<file path="config.mk">
export PLATFORM = sky130hd
export DESIGN_NAME = mul_div_sequencer
export DESIGN_NICKNAME = d
export VERILOG_FILES = /design/src/rtl/mul_div_sequencer_pkg.sv /design/src/rtl/mul_div_iter_core.sv /design/src/rtl/mul_div_sequencer.sv
export SDC_FILE = /design/constraint.sdc
export NUM_CORES = 1
export LEC_CHECK = 0
export BUFFER_PORTS_ARGS = -buffer_cell sky130_fd_sc_hd__buf_2
export CORE_MARGIN = 2
export CORE_UTILIZATION = 40
export DETAILED_ROUTE_END_ITERATION = 8
export PLACE_DENSITY = 0.61
export SETUP_SLACK_MARGIN = 0.15
export SLEW_MARGIN = 40
export SYNTH_ARGS = -nofsm -noshare
export SYNTH_HDL_FRONTEND = slang
export SYNTH_SLANG_ARGS = --single-unit
</file>
<file path="constraint.sdc">
create_clock -name clk -period 10.1 [get_ports clk]
set_clock_uncertainty 0.2 [all_clocks]
set_input_delay 0.505 -clock clk [delete_from_list [all_inputs] [get_ports clk]]
set_output_delay 0.505 -clock clk [all_outputs]
set_load 0.1 [all_outputs]
</file>
<file path="src/rtl/mul_div_sequencer_pkg.sv">
// -----------------------------------------------------------------------------
// mul_div_sequencer_pkg
//   Shared types and constants for the RV32M multiply/divide sequencer.
//   - XLEN_DEFAULT       : default operand/result width
//   - ALL_ONES / INT_MIN : special results for divide-by-zero and signed overflow
//   - mul_div_op_e       : func3 encodings of the M-extension ops
//   - mul_div_state_e    : sequencer FSM states
//   - op_* helpers       : decode of operand signedness and op class
// -----------------------------------------------------------------------------
package mul_div_sequencer_pkg;

    localparam int XLEN_DEFAULT = 32;

    localparam logic [XLEN_DEFAULT-1:0] ALL_ONES = {XLEN_DEFAULT{1'b1}};
    localparam logic [XLEN_DEFAULT-1:0] INT_MIN  = {1'b1, {(XLEN_DEFAULT-1){1'b0}}};

    typedef enum logic [2:0] {
        OP_MUL    = 3'b000,
        OP_MULH   = 3'b001,
        OP_MULHSU = 3'b010,
        OP_MULHU  = 3'b011,
        OP_DIV    = 3'b100,
        OP_DIVU   = 3'b101,
        OP_REM    = 3'b110,
        OP_REMU   = 3'b111
    } mul_div_op_e;

    typedef enum logic [2:0] {
        ST_IDLE = 3'd0,
        ST_PREP = 3'd1,
        ST_CALC = 3'd2,
        ST_FIX  = 3'd3,
        ST_DONE = 3'd4
    } mul_div_state_e;

    // Divide class (DIV/DIVU/REM/REMU) is func3[2] set.
    function automatic logic op_is_div(input mul_div_op_e op);
        return op[2];
    endfunction

    // Remainder ops (REM/REMU) are func3 = 11x.
    function automatic logic op_is_rem(input mul_div_op_e op);
        return op[2] & op[1];
    endfunction

    // MUL is treated as signed x signed; its low half is identical either way.
    function automatic logic op_signed_a(input mul_div_op_e op);
        return (op == OP_MUL) || (op == OP_MULH) || (op == OP_MULHSU) ||
               (op == OP_DIV) || (op == OP_REM);
    endfunction

    function automatic logic op_signed_b(input mul_div_op_e op);
        return (op == OP_MUL) || (op == OP_MULH) ||
               (op == OP_DIV) || (op == OP_REM);
    endfunction

endpackage

</file>
<file path="src/rtl/mul_div_iter_core.sv">
// -----------------------------------------------------------------------------
// mul_div_iter_core
//   Unsigned one-bit-per-step datapath shared by multiply and divide.
//   Multiply: shift-add on the multiplier LSB into a 2*XLEN accumulator.
//   Divide  : restoring division, one quotient bit per step, MSB first.
//   Ports:
//     clk, rst_n  : clock, async active-low reset
//     load        : capture magnitudes, clear accumulator/remainder/counter
//     step        : perform one iteration and advance the counter
//     is_div      : captured at load; selects divide vs multiply datapath
//     mag_a/mag_b : multiplier/dividend and multiplicand/divisor magnitudes
//     last        : counter is on the final iteration (XLEN-1)
//     product     : full 2*XLEN unsigned product
//     quotient    : unsigned quotient
//     remainder   : unsigned remainder
// -----------------------------------------------------------------------------
module mul_div_iter_core
    import mul_div_sequencer_pkg::*;
#(
    parameter int XLEN = XLEN_DEFAULT
) (
    input  logic              clk,
    input  logic              rst_n,
    input  logic              load,
    input  logic              step,
    input  logic              is_div,
    input  logic [XLEN-1:0]   mag_a,
    input  logic [XLEN-1:0]   mag_b,
    output logic              last,
    output logic [2*XLEN-1:0] product,
    output logic [XLEN-1:0]   quotient,
    output logic [XLEN-1:0]   remainder
);

    localparam int               CNT_W    = $clog2(XLEN);
    localparam logic [CNT_W-1:0] CNT_LAST = CNT_W'(XLEN - 1);

    // acc: {product high, multiplier/product low} for multiply;
    //      low half holds the dividend shifting out / quotient shifting in.
    logic [2*XLEN-1:0] acc_q, acc_d;
    logic [XLEN-1:0]   rem_q, rem_d;
    logic [XLEN-1:0]   opnd_q, opnd_d;
    logic [CNT_W-1:0]  cnt_q, cnt_d;
    logic              is_div_q, is_div_d;

    logic [XLEN:0]     mul_sum;
    logic [XLEN:0]     div_shift;
    logic [XLEN:0]     div_diff;
    logic              q_bit;

    always_comb begin
        acc_d     = acc_q;
        rem_d     = rem_q;
        opnd_d    = opnd_q;
        cnt_d     = cnt_q;
        is_div_d  = is_div_q;
        mul_sum   = '0;
        div_shift = '0;
        div_diff  = '0;
        q_bit     = 1'b0;

        if (load) begin
            acc_d    = {{XLEN{1'b0}}, mag_a};
            rem_d    = '0;
            opnd_d   = mag_b;
            cnt_d    = '0;
            is_div_d = is_div;
        end else if (step) begin
            cnt_d = cnt_q + 1'b1;
            if (is_div_q) begin
                // Working remainder is XLEN+1 bits: the shifted partial
                // remainder can exceed XLEN bits before the trial subtract.
                div_shift = {rem_q, acc_q[XLEN-1]};
                div_diff  = div_shift - {1'b0, opnd_q};
                q_bit     = (div_shift >= {1'b0, opnd_q});
                rem_d     = q_bit ? div_diff[XLEN-1:0] : div_shift[XLEN-1:0];
                acc_d     = {acc_q[2*XLEN-1:XLEN], acc_q[XLEN-2:0], q_bit};
            end else begin
                // Add into the high half (keeping the carry), then shift the
                // whole accumulator right so the next multiplier bit is at LSB.
                mul_sum = {1'b0, acc_q[2*XLEN-1:XLEN]} +
                          (acc_q[0] ? {1'b0, opnd_q} : {(XLEN+1){1'b0}});
                acc_d   = {mul_sum, acc_q[XLEN-1:1]};
            end
        end
    end

    always_ff @(posedge clk or negedge rst_n) begin
        if (!rst_n) begin
            acc_q    <= '0;
            rem_q    <= '0;
            opnd_q   <= '0;
            cnt_q    <= '0;
            is_div_q <= 1'b0;
        end else begin
            acc_q    <= acc_d;
            rem_q    <= rem_d;
            opnd_q   <= opnd_d;
            cnt_q    <= cnt_d;
            is_div_q <= is_div_d;
        end
    end

    assign last      = (cnt_q == CNT_LAST);
    assign product   = acc_q;
    assign quotient  = acc_q[XLEN-1:0];
    assign remainder = rem_q;

endmodule

</file>
<file path="src/rtl/mul_div_sequencer.sv">
// -----------------------------------------------------------------------------
// mul_div_sequencer
//   Multi-cycle RV32M multiply/divide sequencer for the Execute stage.
//   Latches an op, converts operands to magnitudes, iterates XLEN steps in
//   mul_div_iter_core, restores the sign and presents a one-cycle result.
//   Divide-by-zero and signed overflow skip the iteration entirely.
//   Ports:
//     clk, rst_n  : clock, async active-low reset
//     flush       : synchronous abort; beats everything including accept
//     opValid     : EX presents an M-extension op
//     opReady     : sequencer idle and able to accept
//     func3       : op select (see mul_div_op_e)
//     operandA/B  : rs1 / rs2 values
//     stall       : hold IF/ID/EX while an op is pending or in flight
//     resValid    : one-cycle result strobe (in DONE)
//     result      : result, held until the next completion
//     dbg_state   : current FSM state
//
//   Handshake: an op is accepted on a rising edge where opValid && opReady
//   && !flush. opReady is high only in IDLE. EX keeps opValid and operands
//   stable under stall; the sequencer ignores them after acceptance.
// -----------------------------------------------------------------------------
module mul_div_sequencer
    import mul_div_sequencer_pkg::*;
#(
    parameter int XLEN = XLEN_DEFAULT
) (
    input  logic             clk,
    input  logic             rst_n,
    input  logic             flush,
    input  logic             opValid,
    output logic             opReady,
    input  logic [2:0]       func3,
    input  logic [XLEN-1:0]  operandA,
    input  logic [XLEN-1:0]  operandB,
    output logic             stall,
    output logic             resValid,
    output logic [XLEN-1:0]  result,
    output mul_div_state_e   dbg_state
);

    localparam logic [XLEN-1:0] RES_ALL_ONES = {XLEN{1'b1}};
    localparam logic [XLEN-1:0] RES_INT_MIN  = {1'b1, {(XLEN-1){1'b0}}};

    mul_div_state_e  state_q, state_d;
    mul_div_op_e     op_q, op_d;
    logic [XLEN-1:0] a_q, a_d;
    logic [XLEN-1:0] b_q, b_d;
    logic            neg_q, neg_d;
    logic            div0_q, div0_d;
    logic            ovf_q, ovf_d;
    logic            res_valid_q, res_valid_d;
    logic [XLEN-1:0] result_q, result_d;

    // Operand pre-processing (used in PREP)
    logic            neg_a, neg_b;
    logic [XLEN-1:0] mag_a, mag_b;
    logic            is_div0, is_ovf;

    // Core interface
    logic              core_load, core_step, core_last;
    logic [2*XLEN-1:0] core_product;
    logic [XLEN-1:0]   core_quotient, core_remainder;

    // Sign post-processing (used in FIX)
    logic [2*XLEN-1:0] prod_fix;
    logic [XLEN-1:0]   quo_fix, rem_fix, fix_value;

    always_comb begin
        neg_a   = op_signed_a(op_q) & a_q[XLEN-1];
        neg_b   = op_signed_b(op_q) & b_q[XLEN-1];
        mag_a   = neg_a ? (~a_q + 1'b1) : a_q;
        mag_b   = neg_b ? (~b_q + 1'b1) : b_q;
        is_div0 = op_is_div(op_q) && (b_q == '0);
        is_ovf  = ((op_q == OP_DIV) || (op_q == OP_REM)) &&
                  (a_q == RES_INT_MIN) && (b_q == RES_ALL_ONES);
    end

    always_comb begin
        prod_fix = neg_q ? (~core_product + 1'b1)   : core_product;
        quo_fix  = neg_q ? (~core_quotient + 1'b1)  : core_quotient;
        rem_fix  = neg_q ? (~core_remainder + 1'b1) : core_remainder;

        if (div0_q) begin
            fix_value = op_is_rem(op_q) ? a_q : RES_ALL_ONES;
        end else if (ovf_q) begin
            fix_value = op_is_rem(op_q) ? '0 : RES_INT_MIN;
        end else begin
            case (op_q)
                OP_MUL:                       fix_value = prod_fix[XLEN-1:0];
                OP_MULH, OP_MULHSU, OP_MULHU: fix_value = prod_fix[2*XLEN-1:XLEN];
                OP_DIV, OP_DIVU:              fix_value = quo_fix;
                default:                      fix_value = rem_fix;
            endcase
        end
    end

    assign core_load = (state_q == ST_PREP);
    assign core_step = (state_q == ST_CALC);

    mul_div_iter_core #(
        .XLEN (XLEN)
    ) u_core (
        .clk       (clk),
        .rst_n     (rst_n),
        .load      (core_load),
        .step      (core_step),
        .is_div    (op_is_div(op_q)),
        .mag_a     (mag_a),
        .mag_b     (mag_b),
        .last      (core_last),
        .product   (core_product),
        .quotient  (core_quotient),
        .remainder (core_remainder)
    );

    always_comb begin
        state_d     = state_q;
        op_d        = op_q;
        a_d         = a_q;
        b_d         = b_q;
        neg_d       = neg_q;
        div0_d      = div0_q;
        ovf_d       = ovf_q;
        res_valid_d = 1'b0;
        result_d    = result_q;

        if (flush) begin
            // Abort wins over accept and completion; result keeps last value.
            state_d = ST_IDLE;
        end else begin
            case (state_q)
                ST_IDLE: begin
                    if (opValid) begin
                        op_d    = mul_div_op_e'(func3);
                        a_d     = operandA;
                        b_d     = operandB;
                        state_d = ST_PREP;
                    end
                end
                ST_PREP: begin
                    // Remainder takes the dividend's sign; everything else
                    // takes the XOR of operand signs.
                    neg_d   = op_is_rem(op_q) ? neg_a : (neg_a ^ neg_b);
                    div0_d  = is_div0;
                    ovf_d   = is_ovf;
                    state_d = (is_div0 || is_ovf) ? ST_FIX : ST_CALC;
                end
                ST_CALC: begin
                    if (core_last) begin
                        state_d = ST_FIX;
                    end
                end
                ST_FIX: begin
                    result_d    = fix_value;
                    res_valid_d = 1'b1;
                    state_d     = ST_DONE;
                end
                ST_DONE: begin
                    state_d = ST_IDLE;
                end
                default: begin
                    state_d = ST_IDLE;
                end
            endcase
        end
    end

    always_ff @(posedge clk or negedge rst_n) begin
        if (!rst_n) begin
            state_q     <= ST_IDLE;
            op_q        <= OP_MUL;
            a_q         <= '0;
            b_q         <= '0;
            neg_q       <= 1'b0;
            div0_q      <= 1'b0;
            ovf_q       <= 1'b0;
            res_valid_q <= 1'b0;
            result_q    <= '0;
        end else begin
            state_q     <= state_d;
            op_q        <= op_d;
            a_q         <= a_d;
            b_q         <= b_d;
            neg_q       <= neg_d;
            div0_q      <= div0_d;
            ovf_q       <= ovf_d;
            res_valid_q <= res_valid_d;
            result_q    <= result_d;
        end
    end

    assign opReady   = (state_q == ST_IDLE);
    // Low in DONE so the pipeline advances and captures result that cycle.
    assign stall     = ((state_q == ST_IDLE) && opValid) ||
                       (state_q == ST_PREP) || (state_q == ST_CALC) ||
                       (state_q == ST_FIX);
    assign resValid  = res_valid_q;
    assign result    = result_q;
    assign dbg_state = state_q;

endmodule

</file>
==> Word-level counts from Yosys, hierarchy flattened <==
Cells that the tools add are included.
{ "op_classes": {"n_reduce_logical": 28, "bitwise_logic": 10, "add_sub_neg": 8, "mux": 28, "eq_ne": 15, "magnitude_cmp": 1} }
{ "ops": {"columns": ["op", "count"], "rows": [
  ["two-way mux 32 bit", 13],
  ["two-way mux 64 bit", 4],
  ["adder 32 x 1 -> 32 bit, second input constant", 4],
  ["NOT 32 bit", 4],
  ["case mux 32 bit (3 select lines)", 1],
  ["adder 64 x 1 -> 64 bit, second input constant", 1],
  ["equality test 32 bit, second input constant", 2],
  ["NOT 64 bit", 1],
  ["adder 32 x 33 -> 33 bit", 1],
  ["greater-or-equal comparator 33 x 32 -> 1 bit", 1],
  ["logical NOT 32 bit", 1],
  ["subtractor 32 bit", 1],
  ["equality test 3 x 2 -> 1 bit, second input constant", 4],
  ["case mux 3 bit (4 select lines)", 1],
  ["logical OR 1 bit", 11],
  ["two-way mux 5 bit", 2],
  ["AND reduction 2 bit", 5],
  ["equality test 3 bit, second input constant", 3],
  ["two-way mux 3 bit", 3],
  ["equality test 3 x 1 -> 1 bit, second input constant", 2],
  ["logical NOT 3 bit", 2],
  ["adder 5 x 1 -> 5 bit, second input constant", 1],
  ["equality test 5 bit, second input constant", 1],
  ["logical AND 1 bit", 4],
  ["other kinds (11)", 17]
]} }
{ "word_totals": {"in_bits": 71, "word_cells": 105, "out_inout_bits": 38, "register_bits": 240} }

==> Depth between registers and ports, before layout <==
{ "depth": {"depth_word": 8, "ltp_mapped": 14} }

==> Cells and area by module <==
A second synthesis with hierarchy kept.
{ "unflattened": {"cells_unflattened": 2246, "hier_area_um2": 19044.5} }
{ "modules_own_cells": {"columns": ["module", "cells_per_inst", "area_per_inst_um2", "seq_area_each_um2", "instances"], "rows": [
  ["mul_div_iter_core", 1103, 9542.9, 3353.2, 1],
  ["mul_div_sequencer", 1143, 9501.6, 2652.5, 1]
]} }

==> Worst setup path after synthesis <==
No wires, ideal clock.
{ "synth_path": {"path_kind": "register -> output", "startpoint": "register state_q[2], in the netlist dbg_state[2]", "endpoint": "output opReady", "n_path_buf": 1, "path_stages_with_launch": 3, "required_time_ps": 9395, "setup_slack_ps": 6338, "arrival_time_ps": 3057, "path_cell_list": "dfrtp_1 -> clkbuf_1 -> nor3_1"} }
{ "synth_between": {"elab_chain_cells": 1} }
{ "synth_rtl": {"columns": ["item", "line", "rtl"], "rows": [
  ["start: declaration", "mul_div_sequencer.sv:45", "mul_div_state_e state_q, state_d;"],
  ["start signal: assignment", "mul_div_sequencer.sv:181", "state_q <= state_d;"],
  ["logical NOT 3 bit", "mul_div_sequencer.sv:193", "assign opReady = (state_q == ST_IDLE);"],
  ["end: declaration", "mul_div_sequencer.sv:32", "output logic opReady,"]
]} }
No other way between the ends.

==> Final worst setup path <==
{ "layout_path": {"startpoint": "register u_core.acc_q[0], in the netlist u_core.product[0]", "endpoint": "register u_core.acc_q[63], in the netlist u_core.product[63]"} }
{ "layout_between": {"elab_chain_cells": 5} }
{ "layout_rtl": {"columns": ["item", "line", "rtl"], "rows": [
  ["start: declaration", "mul_div_iter_core.sv:40", "logic [2*XLEN-1:0] acc_q, acc_d;"],
  ["start signal: assignment", "mul_div_iter_core.sv:90", "acc_q <= '0;"],
  ["start signal: assignment", "mul_div_iter_core.sv:96", "acc_q <= acc_d;"],
  ["two-way mux 32 bit", "mul_div_iter_core.sv:82", "(acc_q[0] ? {1'b0, opnd_q} : {(XLEN+1){1'b0}});"],
  ["adder 32 x 33 -> 33 bit", "mul_div_iter_core.sv:81", "mul_sum = {1'b0, acc_q[2*XLEN-1:XLEN]} +"],
  ["two-way mux 64 bit", "mul_div_iter_core.sv:70", "if (is_div_q) begin"],
  ["two-way mux 64 bit", "mul_div_iter_core.sv:68", "end else if (step) begin"],
  ["two-way mux 64 bit", "mul_div_iter_core.sv:62", "if (load) begin"]
]} }
No other way between the ends. The select of a mux whose other input is x is not followed.
A chain may end at the register's enable or synchronous reset.

==> impl_metrics.yaml <==
cts:
  cts.sinks: 240
  cts_made_buffers: 31
  cts_buffer_depth: 3
  cts-root-buf: "clkbuf_16"
  post-cts-setup-buffer-count: 0
  clk_transition_reported_paths_ns: 0.06
  cts_htree_levels: 1
  clkLatencyLatePin_ns: 0.59
  cts_tree: "yes"
synthesis:
  yosysSeqAreaShare_pct: 34.4
  yosys_most_used_dff: "dfrtp_1"
  ys_async_sr_fraction_pct: 100
  synth_area_um2: 17500
  netlist-cell-type-count: 89
  syn_nets: 2151
  avgSynthCellArea_um2: 8.71
  netlist.area_leader.share_pct: 34.4
  yosysWarnings: 0
  synth.area.top_cells: "dfrtp_1 34%, o21ai_0 6.4%, xnor2_1 5.3%"
  ys_seq_elements: 240
  synth_cells: 2007
  synth_most_common_cell: "dfrtp_1"
  synth_edf_count: 0
  yosys-top-cells-count: "240 x dfrtp_1, 224 x o21ai_0, 208 x nand2_1"
  yosysTopAreaCell: "dfrtp_1"
layout:
  nets: 2257
  syn_to_final_growth_pct: 15.3
  final-seq-area_um2: 6010
  fillers: 4160
  drive_gt1_share_pct: 14.6
  multi_input_area_um2: 10700
  num_antenna_cells: 0
routing:
  drc: 0
  met3_length_um: 3190
  vias_per_cell: 5.81
  m1WireLength_um: 24800
  firstDrtPassIters: 5
  route.met2.wl_um: 25800
  drt-wirelength-per-cell_um: 20.3
  top_layer_used: "met4"
  vias: 15821
  drt_iter0_markers: 1458
  drt_wl_total_um: 55300
  ant_nets: 0
placed_design:
  dp_slack_ns: 5.91
  gp_congestion: 0.933
  port_buffers: 108
  hpwl_um: 40400
worst_setup_path:
  r2r_slack_ns: 5.93
  arrival_ns: 4.49
  crit_fanout: 31
  cp.required_ns: 10.41
  r2r_start: "u_core.product[0]$_DFFE_PN0P_"
  cp_slowest_cell: "dfrtp_1"
  worstSetupStartpointType: "flip-flop"
  r2r_cells: 13
  critPathMaxStageDelay_ns: 0.45
  crit_path_cell_trace: "inv_2 -> nor2_1 -> ha_1 -> and2b_1 -> o21ai_1 -> a21boi_1 -> o21ai_0 -> o31ai_2 -> a211oi_1 -> o31ai_1 -> a31oi_1 -> or3b_1 -> a21oi_1"
  rr_endpoint: "u_core.product[63]$_DFFE_PN0P_"
  worstSetupEndpointType: "flip-flop"
  critPathKind: "flip-flop to flip-flop"
power:
  p_switching_w: 0.00270
  power_density_nw_per_um2: 278
  p_comb_share_pct: 49.7
  p_clk_share_pct: 20.1
  sw_frac_of_total_pct: 48.1
  seqPwrFrac_pct: 30.2
  peakVddDrop_mv: 0.157
  internal_power_w: 0.00291
  p_leak_nw: 8.74
worst_hold_path:
  hp-start: "flush"
  hp-class: "input pin to flip-flop"
  worstHoldEndpoint: "neg_q$_DFFE_PN0P_"
  hold_depth: 4
timing:
  setup_ws_ns: 5.93
  fin_crit_ns: 4.17
  fin_crit_sh_pct: 41.3
  setup_tns_ns: 0
  worstMarginPinSlew_ns: 0.781
  slew_viol_final: 0
  finalSetupViolCount: 0
  fmax_mhz: 240
  rsz0062_at_grt: "false"
  slew_headroom_pct: 47.2
  hold_violations: 0
die:
  initial_core_util_pct: 40.6
  io_pins: 109
  die_w_um: 213
  rows: 76
  die_y_um: 213
  coreArea_um2: 43100
  die_area_um2: 45400
job:
  cap_violations: 0
global_routing:
  overflow: 0
  grt_pass1_wl_um: 87200
  grt_max_degree: 97
  antenna_found_initial: 0
  first_global_vias: 15173
  grt_usage_pct: 24.4
status:
  run_status: "finished, final reports clean"
cell type report:
class / count / share of cell area [%]
Inverter: 68 / 1.27
Timing Repair Buffer: 198 / 7.06
Clock inverter: 14 / 0.708
Multi-Input combinational cell: 1574 / 53.0
Clock buffer: 43 / 4.52
Sequential cell: 240 / 29.8
Tap cell: 585 / 3.63
state kept, by name (all words and copies together), names as in the netlist:
name,count
u_core.is_div_q,1
u_core.opnd_q,32
u_core.remainder,32
b_q,32
u_core.cnt_q,5
a_q,32
ovf_q,1
u_core.product,64
result,32
div0_q,1
neg_q,1
dbg_state,3
op_q,3
resValid,1
worst max-delay path by stage:
stage / from / to / slack (ns) / cells past startpoint
6_report: u_core.product[0]$_DFFE_PN0P_ / u_core.product[63]$_DFFE_PN0P_ / 5.93 / 13
5_1_grt: u_core.product[0]$_DFFE_PN0P_ / u_core.product[63]$_DFFE_PN0P_ / 5.64 / 13
4_1_cts: u_core.product[0]$_DFFE_PN0P_ / u_core.product[63]$_DFFE_PN0P_ / 5.92 / 13
3_5_place_dp: u_core.product[0]$_DFFE_PN0P_ / u_core.product[63]$_DFFE_PN0P_ / 5.91 / 13
3_3_place_gp: u_core.product[0]$_DFFE_PN0P_ / u_core.product[63]$_DFFE_PN0P_ / 5.70 / 13
2_1_floorplan: dbg_state[2]$_DFFE_PN0P_ / opReady / 6.34 / 2
what timing repair did:
action,in CTS,in global routing
gates resized for setup,0,0
hold buffers,68,0
hold endpoints to repair,157,0
critical path: cells and delay by family, from the launching register on:
family,cells,cell delay (ns)
and+or+nand+nor,3,0.67
DFF,1,0.45
AOI/OAI and AO/OA,8,1.97
adders and majority gates,1,0.35
buffers and inverters,1,0.45
power by group through the flow:
stage          logic (W)  clock network [W]  registers (W)
5_1_grt          0.00303            0.00119        0.00174
3_5_place_dp     0.00274                  0        0.00170
4_1_cts          0.00277            0.00115        0.00168
3_3_place_gp     0.00270                  0        0.00169
6_report         0.00279            0.00113        0.00169
2_1_floorplan    0.00182                  0        0.00190
layer usage:
metal	global-route usage (%)	up-vias
met5	0	-
met4	6.63	0
met3	3.38	97
met2	40.2	507
met1	33.5	7730
li1	-	7487
cells in the final DEF, fill, tap and decap left out, types with 12 or more instances in the layout:
cell,Yosys,final
nand2b_1,15,15
nand4_1,17,17
o211ai_1,40,40
nor2_1,125,122
o31ai_1,39,39
nand2_1,208,207
clkbuf_16,0,31
o22ai_1,15,15
o221ai_1,18,18
nor3_1,29,29
xnor2_1,105,105
nand3_1,67,65
dfrtp_1,240,238
a31oi_1,12,12
a221oi_1,14,14
nor2b_1,12,12
a21oi_1,111,110
ha_1,71,71
or3_1,21,20
dlygate4sd3_1,0,68
o21ai_0,224,224
a21o_1,35,35
mux2_2,69,69
mux2i_1,55,55
xor2_1,97,97
inv_1,67,66
buf_2,6,107
nor4_1,18,17
a22oi_1,13,13
buf_4,3,18
kinds of logic after synthesis:
| group | count (synthesis) | share of synthesized area, % |
|---|---|---|
| compound gates | 608 | 22.3 |
| simple gates | 567 | 15.5 |
| flops | 240 | 34.4 |
| xor+xnor | 202 | 10.1 |
| buf+inv | 193 | 4.90 |
| mux | 124 | 7.59 |
| fa+ha+maj | 73 | 5.31 |
metrics by stage:
step	util, %	instances	hold slack, ns	power (W)	area [um^2]
finish	46.8	2722	0.0780	0.00561	20200
global route	46.8	2722	0.0810	0.00596	20200
CTS	46.8	2722	0.0494	0.00560	20100
detailed placement	42.7	2597	0.272	0.00444	18400
global placement	42.6	2596	0.264	0.00439	18400
floorplan	-	2007	0.00941	0.00372	17500
No activity file was read; power rests on OpenSTA's default activity.
